[src/rtl/qar_can_rx_mailbox.sv]
// -----------------------------------------------------------------------------
// qar_can_rx_mailbox
//
// CAN receive mailbox between the protocol engine and the MMIO register file.
// Completed frames are passed through a bank of masked acceptance filters.
// Accepted frames are normalised and written into a DEPTH-entry FIFO.
// Normalising means: DLC clamped to 8, bytes beyond the DLC zeroed, and the
// winning filter index recorded. Software reads the head entry and pops it.
// Frames arriving while the FIFO is full are counted as overruns.
//
// Ports
//   clk, rst_n          clock, asynchronous active-low reset
//   rx_valid            one-cycle strobe: a frame has been received
//   rx_id/rx_ide        frame ID (29 bits) and extended-frame flag
//   rx_dlc/rx_data      data length code and payload (byte0 in [63:56])
//   flt_id/flt_mask     per-filter ID and mask (filter i in slice i*29)
//   flt_ide/flt_en      per-filter required IDE bit and enable
//   pop                 discard the head entry
//   clr_ovr             clear overrun flag and counter
//   irq_en/irq_thresh   interrupt enable and fill threshold
//   head_*              head entry fields (all zero while empty)
//   count/empty/full    occupancy status
//   overrun_flag/cnt    sticky drop flag and saturating drop counter
//   irq                 registered interrupt request
//
// Handshake: rx_valid is a strobe with no back-pressure. A frame is taken
// on the edge where rx_valid is high, or dropped on that edge. pop is honoured
// only when the FIFO is non-empty. The head it removes is the one visible on
// head_* during that cycle.
// -----------------------------------------------------------------------------
module qar_can_rx_mailbox #(
  parameter int DEPTH       = 4,
  parameter int NUM_FILTERS = 2,
  parameter int CNT_W       = 8,
  localparam int AW         = $clog2(DEPTH),
  localparam int CW         = AW + 1
) (
  input  logic                      clk,
  input  logic                      rst_n,
  input  logic                      rx_valid,
  input  logic [28:0]               rx_id,
  input  logic                      rx_ide,
  input  logic [3:0]                rx_dlc,
  input  logic [63:0]               rx_data,
  input  logic [NUM_FILTERS*29-1:0] flt_id,
  input  logic [NUM_FILTERS*29-1:0] flt_mask,
  input  logic [NUM_FILTERS-1:0]    flt_ide,
  input  logic [NUM_FILTERS-1:0]    flt_en,
  input  logic                      pop,
  input  logic                      clr_ovr,
  input  logic                      irq_en,
  input  logic [CW-1:0]             irq_thresh,
  output logic [31:0]               head_id,
  output logic [31:0]               head_data0,
  output logic [31:0]               head_data1,
  output logic [3:0]                head_dlc,
  output logic [2:0]                head_hit,
  output logic [CW-1:0]             count,
  output logic                      empty,
  output logic                      full,
  output logic                      overrun_flag,
  output logic [CNT_W-1:0]          overrun_cnt,
  output logic                      irq
);

  // ---------------------------------------------------------------------------
  // State
  // ---------------------------------------------------------------------------
  logic [AW-1:0]    wr_ptr_q, wr_ptr_d;
  logic [AW-1:0]    rd_ptr_q, rd_ptr_d;
  logic [CW-1:0]    count_q, count_d;
  logic             ovr_flag_q, ovr_flag_d;
  logic [CNT_W-1:0] ovr_cnt_q, ovr_cnt_d;
  logic             irq_q, irq_d;

  // Entry storage. Not reset: the pointers and count decide what is valid.
  // The head outputs are forced to zero while empty.
  logic [28:0] mem_id   [DEPTH];
  logic        mem_ide  [DEPTH];
  logic [3:0]  mem_dlc  [DEPTH];
  logic [63:0] mem_data [DEPTH];
  logic [2:0]  mem_hit  [DEPTH];

  // ---------------------------------------------------------------------------
  // Acceptance filtering
  // ---------------------------------------------------------------------------
  logic       match_any;
  logic [2:0] hit_idx;
  logic       filt_any_en;
  logic       accept;

  // Scan from the top down so the lowest matching index is the last to write.
  always_comb begin
    match_any = 1'b0;
    hit_idx   = 3'd0;
    for (int i = NUM_FILTERS - 1; i >= 0; i--) begin
      if (flt_en[i] && (flt_ide[i] == rx_ide) &&
          (((rx_id ^ flt_id[i*29 +: 29]) & flt_mask[i*29 +: 29]) == 29'd0)) begin
        match_any = 1'b1;
        hit_idx   = 3'(i);
      end
    end
  end

  // With every filter disabled the mailbox is promiscuous (hit index 0).
  assign filt_any_en = |flt_en;
  assign accept      = rx_valid & (~filt_any_en | match_any);

  // ---------------------------------------------------------------------------
  // Write formatting
  // ---------------------------------------------------------------------------
  logic [3:0]  dlc_clamped;
  logic [63:0] data_fmt;

  assign dlc_clamped = (rx_dlc > 4'd8) ? 4'd8 : rx_dlc;

  // Byte b lives at [63-8b -: 8]. Bytes at or past the DLC are stored as zero.
  always_comb begin
    data_fmt = 64'd0;
    for (int b = 0; b < 8; b++) begin
      if (4'(b) < dlc_clamped) begin
        data_fmt[63-8*b -: 8] = rx_data[63-8*b -: 8];
      end
    end
  end

  // ---------------------------------------------------------------------------
  // FIFO control
  // ---------------------------------------------------------------------------
  logic empty_w, full_w;
  logic pop_eff, push_ok, drop;

  assign empty_w = (count_q == '0);
  assign full_w  = (count_q == CW'(DEPTH));

  // A pop on a full FIFO frees the slot the simultaneous push needs.
  assign pop_eff = pop & ~empty_w;
  assign push_ok = accept & (~full_w | pop_eff);
  assign drop    = accept & full_w & ~pop_eff;

  logic [CNT_W-1:0] ovr_cnt_base;

  always_comb begin
    wr_ptr_d = wr_ptr_q + AW'(push_ok);
    rd_ptr_d = rd_ptr_q + AW'(pop_eff);
    count_d  = count_q + CW'(push_ok) - CW'(pop_eff);

    // An overrun in the same cycle as clr_ovr restarts the count at 1.
    ovr_cnt_base = clr_ovr ? '0 : ovr_cnt_q;
    ovr_flag_d   = ovr_flag_q;
    ovr_cnt_d    = ovr_cnt_q;
    if (drop) begin
      ovr_flag_d = 1'b1;
      ovr_cnt_d  = (ovr_cnt_base == '1) ? ovr_cnt_base : ovr_cnt_base + 1'b1;
    end else if (clr_ovr) begin
      ovr_flag_d = 1'b0;
      ovr_cnt_d  = '0;
    end

    irq_d = irq_en & (irq_thresh != '0) &
            ((count_d >= irq_thresh) | ovr_flag_d);
  end

  always_ff @(posedge clk or negedge rst_n) begin
    if (!rst_n) begin
      wr_ptr_q   <= '0;
      rd_ptr_q   <= '0;
      count_q    <= '0;
      ovr_flag_q <= 1'b0;
      ovr_cnt_q  <= '0;
      irq_q      <= 1'b0;
    end else begin
      wr_ptr_q   <= wr_ptr_d;
      rd_ptr_q   <= rd_ptr_d;
      count_q    <= count_d;
      ovr_flag_q <= ovr_flag_d;
      ovr_cnt_q  <= ovr_cnt_d;
      irq_q      <= irq_d;
    end
  end

  always_ff @(posedge clk) begin
    if (push_ok) begin
      mem_id[wr_ptr_q]   <= rx_id;
      mem_ide[wr_ptr_q]  <= rx_ide;
      mem_dlc[wr_ptr_q]  <= dlc_clamped;
      mem_data[wr_ptr_q] <= data_fmt;
      mem_hit[wr_ptr_q]  <= hit_idx;
    end
  end

  // ---------------------------------------------------------------------------
  // Outputs
  // ---------------------------------------------------------------------------
  always_comb begin
    head_id    = 32'd0;
    head_data0 = 32'd0;
    head_data1 = 32'd0;
    head_dlc   = 4'd0;
    head_hit   = 3'd0;
    if (!empty_w) begin
      head_id    = {mem_ide[rd_ptr_q], 2'b00, mem_id[rd_ptr_q]};
      head_data0 = mem_data[rd_ptr_q][63:32];
      head_data1 = mem_data[rd_ptr_q][31:0];
      head_dlc   = mem_dlc[rd_ptr_q];
      head_hit   = mem_hit[rd_ptr_q];
    end
  end

  assign count        = count_q;
  assign empty        = empty_w;
  assign full         = full_w;
  assign overrun_flag = ovr_flag_q;
  assign overrun_cnt  = ovr_cnt_q;
  assign irq          = irq_q;

endmodule

[config.mk]
export PLATFORM = sky130hd
export DESIGN_NAME = qar_can_rx_mailbox
export DESIGN_NICKNAME = d
export VERILOG_FILES = /design/src/rtl/qar_can_rx_mailbox.sv
export SDC_FILE = /design/constraint.sdc
export NUM_CORES = 1
export LEC_CHECK = 0
export BUFFER_PORTS_ARGS = -buffer_cell sky130_fd_sc_hd__buf_4
export CAP_MARGIN = 20
export CORE_MARGIN = 10
export CORE_UTILIZATION = 50
export DETAILED_ROUTE_END_ITERATION = 16
export PLACE_DENSITY = 0.83
export SYNTH_ARGS = -nofsm -noshare
export SYNTH_HDL_FRONTEND = slang
export SYNTH_SLANG_ARGS = --single-unit
export TNS_END_PERCENT = 30
[constraint.sdc]
create_clock -name clk -period 11.5 [get_ports clk]
set_clock_uncertainty 0.2 [all_clocks]
set_input_delay 0.575 -clock clk [delete_from_list [all_inputs] [get_ports clk]]
set_output_delay 0.575 -clock clk [all_outputs]
set_load 0.05 [all_outputs]
Word level (Yosys, flattened, before mapping)
Memory sizes are Yosys's and may differ from the RTL's. Cells that the tools add are included. Widths: inputs -> output; s select.

Register bits: 17. Memory bits (writable): 404. Input port bits: 227. Output and inout port bits: 118. Memories kept: 5.

Add/sub/neg operators: 5. $lt $le $gt $ge: 10. Equality and inequality tests: 4. Muxes and demuxes: 25. Bitwise operators: 18. Reduce and logical (&&, ||, !) cells: 9.

Memories: mem_data (depth 4, bits a word 64, rd ports 1, clocked after Yosys merged registers in 0, wr ports 1, RTL line 81) `logic [63:0] mem_data [DEPTH];`; mem_id (depth 4, bits a word 29, rd ports 1, clocked after Yosys merged registers in 0, wr ports 1, RTL line 78) `logic [28:0] mem_id [DEPTH];`; mem_dlc (depth 4, bits a word 4, rd ports 1, clocked after Yosys merged registers in 0, wr ports 1, RTL line 80) `logic [3:0] mem_dlc [DEPTH];`; mem_hit (depth 4, bits a word 3, rd ports 1, clocked after Yosys merged registers in 0, wr ports 1, RTL line 82) `logic [2:0] mem_hit [DEPTH];`; mem_ide (depth 4, bits a word 1, rd ports 1, clocked after Yosys merged registers in 0, wr ports 1, RTL line 79) `logic mem_ide [DEPTH];`.

Operators with widths (number): $mux 32 (3); $mux 8 (11); $and 29x29->29 (2); $logic_not 29->1 (2); $xor 29x29->29 (2); $lt 3x4->1 const A (4); $add 8x1->8 const B (1); $eq 8x8->1 const B (1); $lt 1x4->1 const A (2); $lt 2x4->1 const A (2); $mux 4 (2); $and 1x1->1 (7); $mux 1 (7); $mux 3 (2); $add 2x1->2 (2); $gt 4x4->1 const B (1); $logic_and 1x1->1 (4); $not 1->1 (4); $add 3x1->3 (1); $eq 3x3->1 const B (1); $ge 3x3->1 (1); $logic_not 3->1 (1); $or 1x1->1 (3); $reduce_bool 3->1 (1); 3 further kinds (4).

Longest topological paths before layout
Gate-level depths: netlist (run 1).

Depth after elaboration: 14. Mapped depth: 16. Gate-level depth less buffers: 16.

Least setup slack after synthesis (run 1)
No wires, ideal clock.

Path kind: input to register. Start: input port flt_id[46]. End: memory mem_data[1][0], enable pin. Library setup time: 834 ps. Arrival time: 11813 ps. Required time: 10466 ps. Path slack: -1347 ps. Stages on the path: 7. Path buffers: 0. Path through: xor2_1 -> a22oi_1 -> nand4_1 -> nor4_2 -> a211oi_4 -> nand2b_4 -> nor4b_1.

Word-level cells in the longest chain between the ends: 11.

Ends and longest elaborated chain: start, declared (RTL line 45) `input logic [NUM_FILTERS*29-1:0] flt_id,`; $xor 29x29->29 (RTL line 98) `(((rx_id ^ flt_id[i*29 +: 29]) & flt_mask[i*29 +: 29]) == 29'd0)) begin`; $and 29x29->29 (RTL line 98); $logic_not 29->1 (RTL line 98); $logic_and 1x1->1 (RTL line 97) `if (flt_en[i] && (flt_ide[i] == rx_ide) &&`; $mux 1 (2 in series) (RTL line 97); $or 1x1->1 (RTL line 107) `assign accept = rx_valid & (~filt_any_en | match_any);`; $and 1x1->1 (RTL line 107); $and 1x1->1 (RTL line 138) `assign push_ok = accept & (~full_w | pop_eff);`; $mux 1 (RTL line 183) `if (push_ok) begin`; $mux 1 (implied by the code) (RTL line 187) `mem_data[wr_ptr_q] <= data_fmt;`; end, declared (RTL line 81).

No other way between the ends.

Worst setup path after layout (run 1)
Start: input port rx_id[25]. End: register irq_q, in the netlist irq.

Word-level cells in the longest chain between the ends: 14. Elaborated cells between the ends (all ways): 21.

Ends and longest elaborated chain: start, declared (RTL line 41) `input logic [28:0] rx_id,`; $xor 29x29->29 (RTL line 98); $and 29x29->29 (RTL line 98); $logic_not 29->1 (RTL line 98); $logic_and 1x1->1 (RTL line 97); $mux 1 (RTL line 97); $mux 1 * (RTL line 97); $or 1x1->1 * (RTL line 107); $and 1x1->1 * (RTL line 107); $and 1x1->1 * (RTL line 138); $add 3x1->3 * (RTL line 146) `count_d = count_q + CW'(push_ok) - CW'(pop_eff);`; $sub 3x1->3 * (RTL line 146); named net count_d[2] (RTL line 71) `logic [CW-1:0] count_q, count_d;`; $ge 3x3->1 * (RTL line 161) `((count_d >= irq_thresh) | ovr_flag_d);`; $or 1x1->1 * (RTL line 161); $and 1x1->1 * (RTL line 160) `irq_d = irq_en & (irq_thresh != '0) &`; named net irq_d (RTL line 74) `logic irq_q, irq_d;`; end signal, assigned (RTL line 178) `irq_q <= irq_d;`; end, declared (RTL line 74).

Mark *: on every way through the listed nets, which the timed path passes. The rest lies on a longest branch.

==> results of run 1 <==
[report_power, final]
group	internal [mW]	switching, mW	leakage, nW	total (mW)
registers	1.75	0.0859	3.82	1.84
logic	0.822	1.48	3.44	2.30
clock network	0.746	0.512	0.617	1.26
total	3.32	2.07	7.87	5.39
[kinds of logic after synthesis]
kind of cell / after synthesis
flip-flops: 413
AND/OR/NAND/NOR: 226
XOR/XNOR: 66
AO/OA/AOI/OAI: 41
other: 1
multiplexers: 104
buffers and inverters: 52
adder cells (fa/ha/maj): 9
[per-layer routing]
| layer | track usage | part of all wire | vias up |
|---|---|---|---|
| met5 | 0 | 0.00030 | - |
| met4 | 0.0607 | 0.026 | 2 |
| met3 | 0.0649 | 0.087 | 61 |
| met2 | 0.332 | 0.50 | 372 |
| met1 | 0.243 | 0.38 | 4859 |
| li1 | - | - | 4288 |
[path summary, 6_finish.rpt]
check,startpoint,end,slack (ns),cells after the start
min reg2reg,wr_ptr_q[1],wr_ptr_q[1],0.38,1
max reg2reg,count[1],irq,7.84,12
max,rx_id[25],irq,7.13,17
min,rx_id[0],mem_id[2][0],0.09,1
max in group asynchronous,rst_n,rd_ptr_q[1],10.61,2
min in group asynchronous,rst_n,overrun_cnt[5],0.27,2
[per-stage QoR]
stage / hold WS, ns / cells / setup TNS, ns
5_1_grt: 0.0708 / 1748 / 0
4_1_cts: 0.0699 / 1747 / 0
6_report: 0.0922 / 1748 / 0
2_1_floorplan: 0.0794 / 915 / -320.91
3_3_place_gp: 0.254 / 1676 / 0
3_5_place_dp: 0.256 / 1676 / 0
[layout make-up]
type,count,area (µm²)
sequential,413,12300
fill,2364,12100
multi-input combinational,450,4770
timing repair buffer,356,2680
clock buffer,53,1110
tap,448,561
clock inverter,17,156
inverter,10,37.5
antenna,1,2.50
[registers in the layout, indices dropped and copies added (netlist names), 3 cells and up]
register	flops
mem_dlc	16
mem_data	256
mem_id	116
mem_hit	4
count	3
overrun_cnt	8
mem_ide	4
[placed cells by master, fill, tap and decap left out, types with 2 or more instances in the layout]
| cell type | synthesis | layout |
|---|---|---|
| and2_1 | 16 | 16 |
| a21oi_1 | 3 | 3 |
| xnor2_1 | 3 | 3 |
| nor3_2 | 1 | 3 |
| dfrtp_1 | 17 | 15 |
| nor4_2 | 2 | 4 |
| mux2i_1 | 2 | 2 |
| nor4b_2 | 2 | 4 |
| clkbuf_16 | 0 | 43 |
| a211oi_1 | 3 | 2 |
| xor2_1 | 63 | 63 |
| nand4_1 | 8 | 8 |
| bufinv_16 | 0 | 3 |
| edfxtp_1 | 396 | 396 |
| buf_4 | 4 | 355 |
| nand2b_1 | 5 | 5 |
| nand2_1 | 3 | 3 |
| nor2_1 | 13 | 13 |
| mux4_2 | 99 | 99 |
| ha_1 | 8 | 8 |
| and3_1 | 2 | 2 |
| inv_1 | 10 | 10 |
| nand3_1 | 4 | 4 |
| dfrtp_4 | 0 | 2 |
| clkinv_1 | 0 | 8 |
| o31a_1 | 2 | 2 |
| a22oi_1 | 28 | 28 |
| clkbuf_1 | 25 | 10 |
| mux2_1 | 2 | 2 |
| nor2b_1 | 157 | 157 |
| clkinv_2 | 0 | 4 |
| conb_1 | 1 | 4 |
==> flow_summary.toml, run 1 <==
[placement]
post-dp-hpwl_um = 29800
place_congestion = 0.883
place_area_um2 = 20400
post-place-ws_ns = 6.65
port_buffers = 340

[finish]
final_nets = 1508
fin_area_um2 = 21600
postLayoutCoreUtil = 0.641
area_growth_pct = 25.4
drive_above_1_share = 0.405

[setup_path]
path_class = "input port to flip-flop"
crit_path_frequent_cell = "ha_1"
cp_cell_sequence = "buf_4 -> xor2_1 -> a22oi_1 -> nand4_1 -> nor4_2 -> a211oi_4 -> nand2b_4 -> or2_2 -> ha_1 -> inv_1 -> ha_1 -> fa_1 -> xnor2_1 -> xnor2_1 -> ha_1 -> nor2b_1 -> o31a_1"
cp.required_ns = 11.71
worstSetupStartpointType = "input port"
critPathSlowestCell = "a22oi_1"
path_max_fanout = 9
end_kind = "flip-flop"
arrival_ns = 4.57
crit_buf_inv = 2
critPathMaxStageDelay_ns = 0.46
crit_family = "simple AND/OR/NAND/NOR gates"

[min_path]
min_path_type = "input port to flip-flop"

[floorplan]
die_w_um = 206
rows = 67
io_pins = 345
die_h_um = 206
fp.coreArea_um2 = 33800
initial_core_util = 0.511
dieArea_um2 = 42300

[synth]
synth-simple-area-share = 0.0822
async_flop_share = 0.0412
synthAdderAreaFrac = 0.00696
synth.mux.area_fraction = 0.132
synth_xor_area_frac = 0.0335
synth_area_leaders = "edfxtp_1 69%, mux4_2 13%, nor2b_1 5.7%, xor2_1 3.2%, dfrtp_1 2.5%"
synth_edf_count = 396
synth_top_family_by_area = "multiplexers"
synth_top_area_frac = 0.689
ys_types = 45
yosysWarnings = 0
seq_area_frac_synth = 0.714
synth_cells = 912
ys_ff_latch = 413
yosys.area.top_type = "edfxtp_1"
ys.flop_type = "edfxtp_1"
synth_compound_area_frac = 0.0183
synthesis.area_um2 = 17300
synth.most_common_cell = "edfxtp_1"
synth_top_cells_by_count = "396 x edfxtp_1, 157 x nor2b_1, 99 x mux4_2"
syn_avg_cell_area_um2 = 18.9

[clock_network]
clock_latency_ns = 0.52
cts_tree = "done"
clk_pin_slew_ns = 0.06
cts_setup_buffers = 0
cts_buffers = 41
clock_path_buffers = 3
clock_sinks = 413
post_cts_resized = 0
h-tree-depth = 2
clk_root_buffer_cell = "clkbuf_16"
ctsHoldBuffers = 1

[sta]
fmaxAchievable_mhz = 229
tightest_slew_ns = 0.931
setup_viol = 0
slew_headroom = 0.380
hold_violations = 0
rsz0062_at_grt = "no"
period_share = 0.380
final_period_minus_worst_setup_slack_ns = 4.37
slew_violations = 0
fin_ws_ns = 7.13

[status]
outcome = "complete, no violations"

[detailed_routing]
wl_per_cell_um = 24.5
viasPerCell = 5.48
first_pass_iters = 4
drt_iter0_markers = 514
ant_nets = 0
drc = 0
vias = 9582
routed_wl_um = 42900

[grt]
grt_overflow = 0
grtUsageTotal = 0.199
antenna_found_initial = 2
grt_pass1_vias = 10348
grt_pass1_wl_um = 63600
grt_start_max_net_pins = 60

[power_and_ir_drop]
p_total_mw = 5.39
power.density_nw_per_um2 = 249
vdd_ir_drop_max_mv = 0.217
leakagePower_nw = 7.87

[flow_run]
maxCapViolCount = 0
Power figures use the tool's default switching activity.
==> inputs of run 2 (changes only) <==
==> constraint.sdc (replaced) <==
create_clock -name clk -period 3.8 [get_ports clk]
set_clock_uncertainty 0.2 [all_clocks]
set_input_delay 0.19 -clock clk [delete_from_list [all_inputs] [get_ports clk]]
set_output_delay 0.19 -clock clk [all_outputs]
set_load 0.05 [all_outputs]
==> run 2 against run 1 <==
Compared with the run above: power rose to 3.1 times the previous value; clock power increased to 2.9 times the previous value; cell count up 8.4%; critical path type unchanged; count of clock-buffer cells in the layout down 7; critical path depth stayed put; worst hold slack got worse by 0.014 ns; combinational power rose to 3.2 times the previous value.
==> flow_summary.toml, run 2 (synthesized netlist as in run 1, its figures left out) <==
[setup_path]
reg2reg_from = "count[2]"
crit_buf_inv = 2
crit_cells = 17
critPathSlowestCell = "a22oi_1"
crit_family = "simple AND/OR/NAND/NOR gates"
rrSetupSlack_ns = 0.56
crit_path_frequent_cell = "ha_1"
timing.rr.end = "irq"
end_kind = "flip-flop"
cp_cell_sequence = "buf_4 -> xor2_1 -> a22oi_1 -> nand4_1 -> nor4_4 -> a211oi_4 -> nand2b_4 -> or2_2 -> ha_1 -> inv_1 -> ha_1 -> fa_1 -> xnor2_1 -> xnor2_1 -> ha_1 -> nor2b_1 -> o31a_1"
path_max_fanout = 3
arrival_ns = 3.94
path_class = "input port to flip-flop"
worstSetupStartpointType = "input port"
critPathMaxStageDelay_ns = 0.47
cp.required_ns = 4.00
critPathCapture = "irq"
crit_start = "rx_id[25]"
ff2ff_path_depth = 12

[floorplan]
die_w_um = 206
dieArea_um2 = 42300
fp.coreArea_um2 = 33800
die_h_um = 206
io_pins = 345
initial_core_util = 0.511
rows = 67

[sta]
fin_ws_ns = 0.0618
slew_headroom = 0.258
fmaxAchievable_mhz = 268
hold_violations = 0
period_share = 0.984
slew_violations = 0
setup_viol = 0
rsz0062_at_grt = "no"
hold_ws_ns = 0.0786
final_period_minus_worst_setup_slack_ns = 3.74
tightest_slew_ns = 1.10

[grt]
top_usage_layer = "met2"
grt_pass1_wl_um = 69300
grt_start_max_net_pins = 62
use_met2 = 0.379
grt_util_met1 = 0.249
grt_pass1_vias = 11459
grt_overflow = 0
antenna_found_initial = 5
grtUsageTotal = 0.218
use_met3 = 0.0618

[power_and_ir_drop]
leakagePower_nw = 8.54
power.density_nw_per_um2 = 715
vdd_ir_drop_max_mv = 0.674
p_total_mw = 16.5

[finish]
layout_commonest_cell = "edfxtp_1"
largestRegisters = "mem_data x256, mem_id x116, mem_dlc x16"
largest_reg_flops = 256
nFillCells = 2178
drive_above_1_share = 0.396
final_cell_mix = "396 x edfxtp_1, 381 x buf_4, 157 x nor2b_1"
largest_register = "mem_data"
final_nets = 1651
area_growth_pct = 34.0
final-instance-count-excl-fill = 1894

[detailed_routing]
viasPerCell = 5.51
drt_iter0_markers = 700
routed_wl_um = 47100
wl_per_cell_um = 24.9
vias = 10438
ant_nets = 0
drc = 0
first_pass_iters = 5

[clock_network]
post_cts_resized = 0
clock_path_buffers = 3
clock_latency_ns = 0.51
cts_tree = "done"
clk_pin_slew_ns = 0.06
h-tree-depth = 2
clock_sinks = 413
clk_root_buffer_cell = "clkbuf_16"
cts_buffers = 41

[flow_run]
maxCapViolCount = 0

[placement]
post-dp-hpwl_um = 31500
post-place-ws_ns = -0.430
dp_cells = 1713
place_congestion = 0.877
port_buffers = 340

[status]
outcome = "complete, no violations"

[min_path]
min_path_type = "input port to flip-flop"
-- run 2: power breakdown --
group / internal [mW] / switching (mW)
sequential: 5.30 / 0.289
combinational: 2.69 / 4.58
clock: 2.10 / 1.57
-- run 2: worst register-to-register path, cell delays in order, from the launching register on --
cell	delay, ns
dfrtp_2	0.44
nor3b_2	0.18
nor2b_1	0.16
or2_2	0.30
ha_1	0.28
inv_1	0.04
ha_1	0.18
fa_1	0.39
xnor2_1	0.19
xnor2_1	0.17
ha_1	0.26
nor2b_1	0.13
o31a_1	0.23
-- run 2: layer usage --
| layer | vias to the layer above | part of all wire |
|---|---|---|
| li1 | 4576 | - |
| met1 | 5301 | 0.36 |
| met3 | 87 | 0.084 |
| met2 | 474 | 0.52 |
| met5 | - | 0 |
| met4 | 0 | 0.040 |
-- run 2: repair_timing --
item,in CTS,in global routing
setup buffers,0,0
endpoints found under the hold margin,420,0
hold buffers,107,0
-- run 2: metrics by stage --
stage | cell area, µm² | util | setup TNS [ns]
floorplan | 17400 | - | -469.93
global placement | 20800 | 0.617 | -0.386
detailed placement | 20800 | 0.617 | -0.430
CTS | 23100 | 0.684 | 0
global route | 23100 | 0.684 | 0
finish | 23100 | 0.684 | 0
-- run 2: area by class of cell --
class                           instances  area, µm²  share of cell area
Clock buffer                           46       1040              0.0452
Sequential cell                       413      12300               0.533
Timing Repair Buffer                  499       4150               0.180
Tap cell                              448        561              0.0242
Antenna cell                            5       12.5            0.000541
Multi-Input combinational cell        450       4830               0.209
Inverter                               10       37.5             0.00162
Clock inverter                         23        164             0.00709
-- run 2: worst min-delay path by stage --
stage,startpoint,end,slack (ns),cells past startpoint
floorplan,rst_n,count[0],-0.31,0
global placement,rst_n,overrun_cnt[5],-0.13,1
detailed placement,rst_n,irq,-0.12,1
CTS,irq_thresh[1],irq,0.06,6
global route,irq_thresh[1],irq,0.13,6
finish,irq_thresh[1],irq,0.08,6
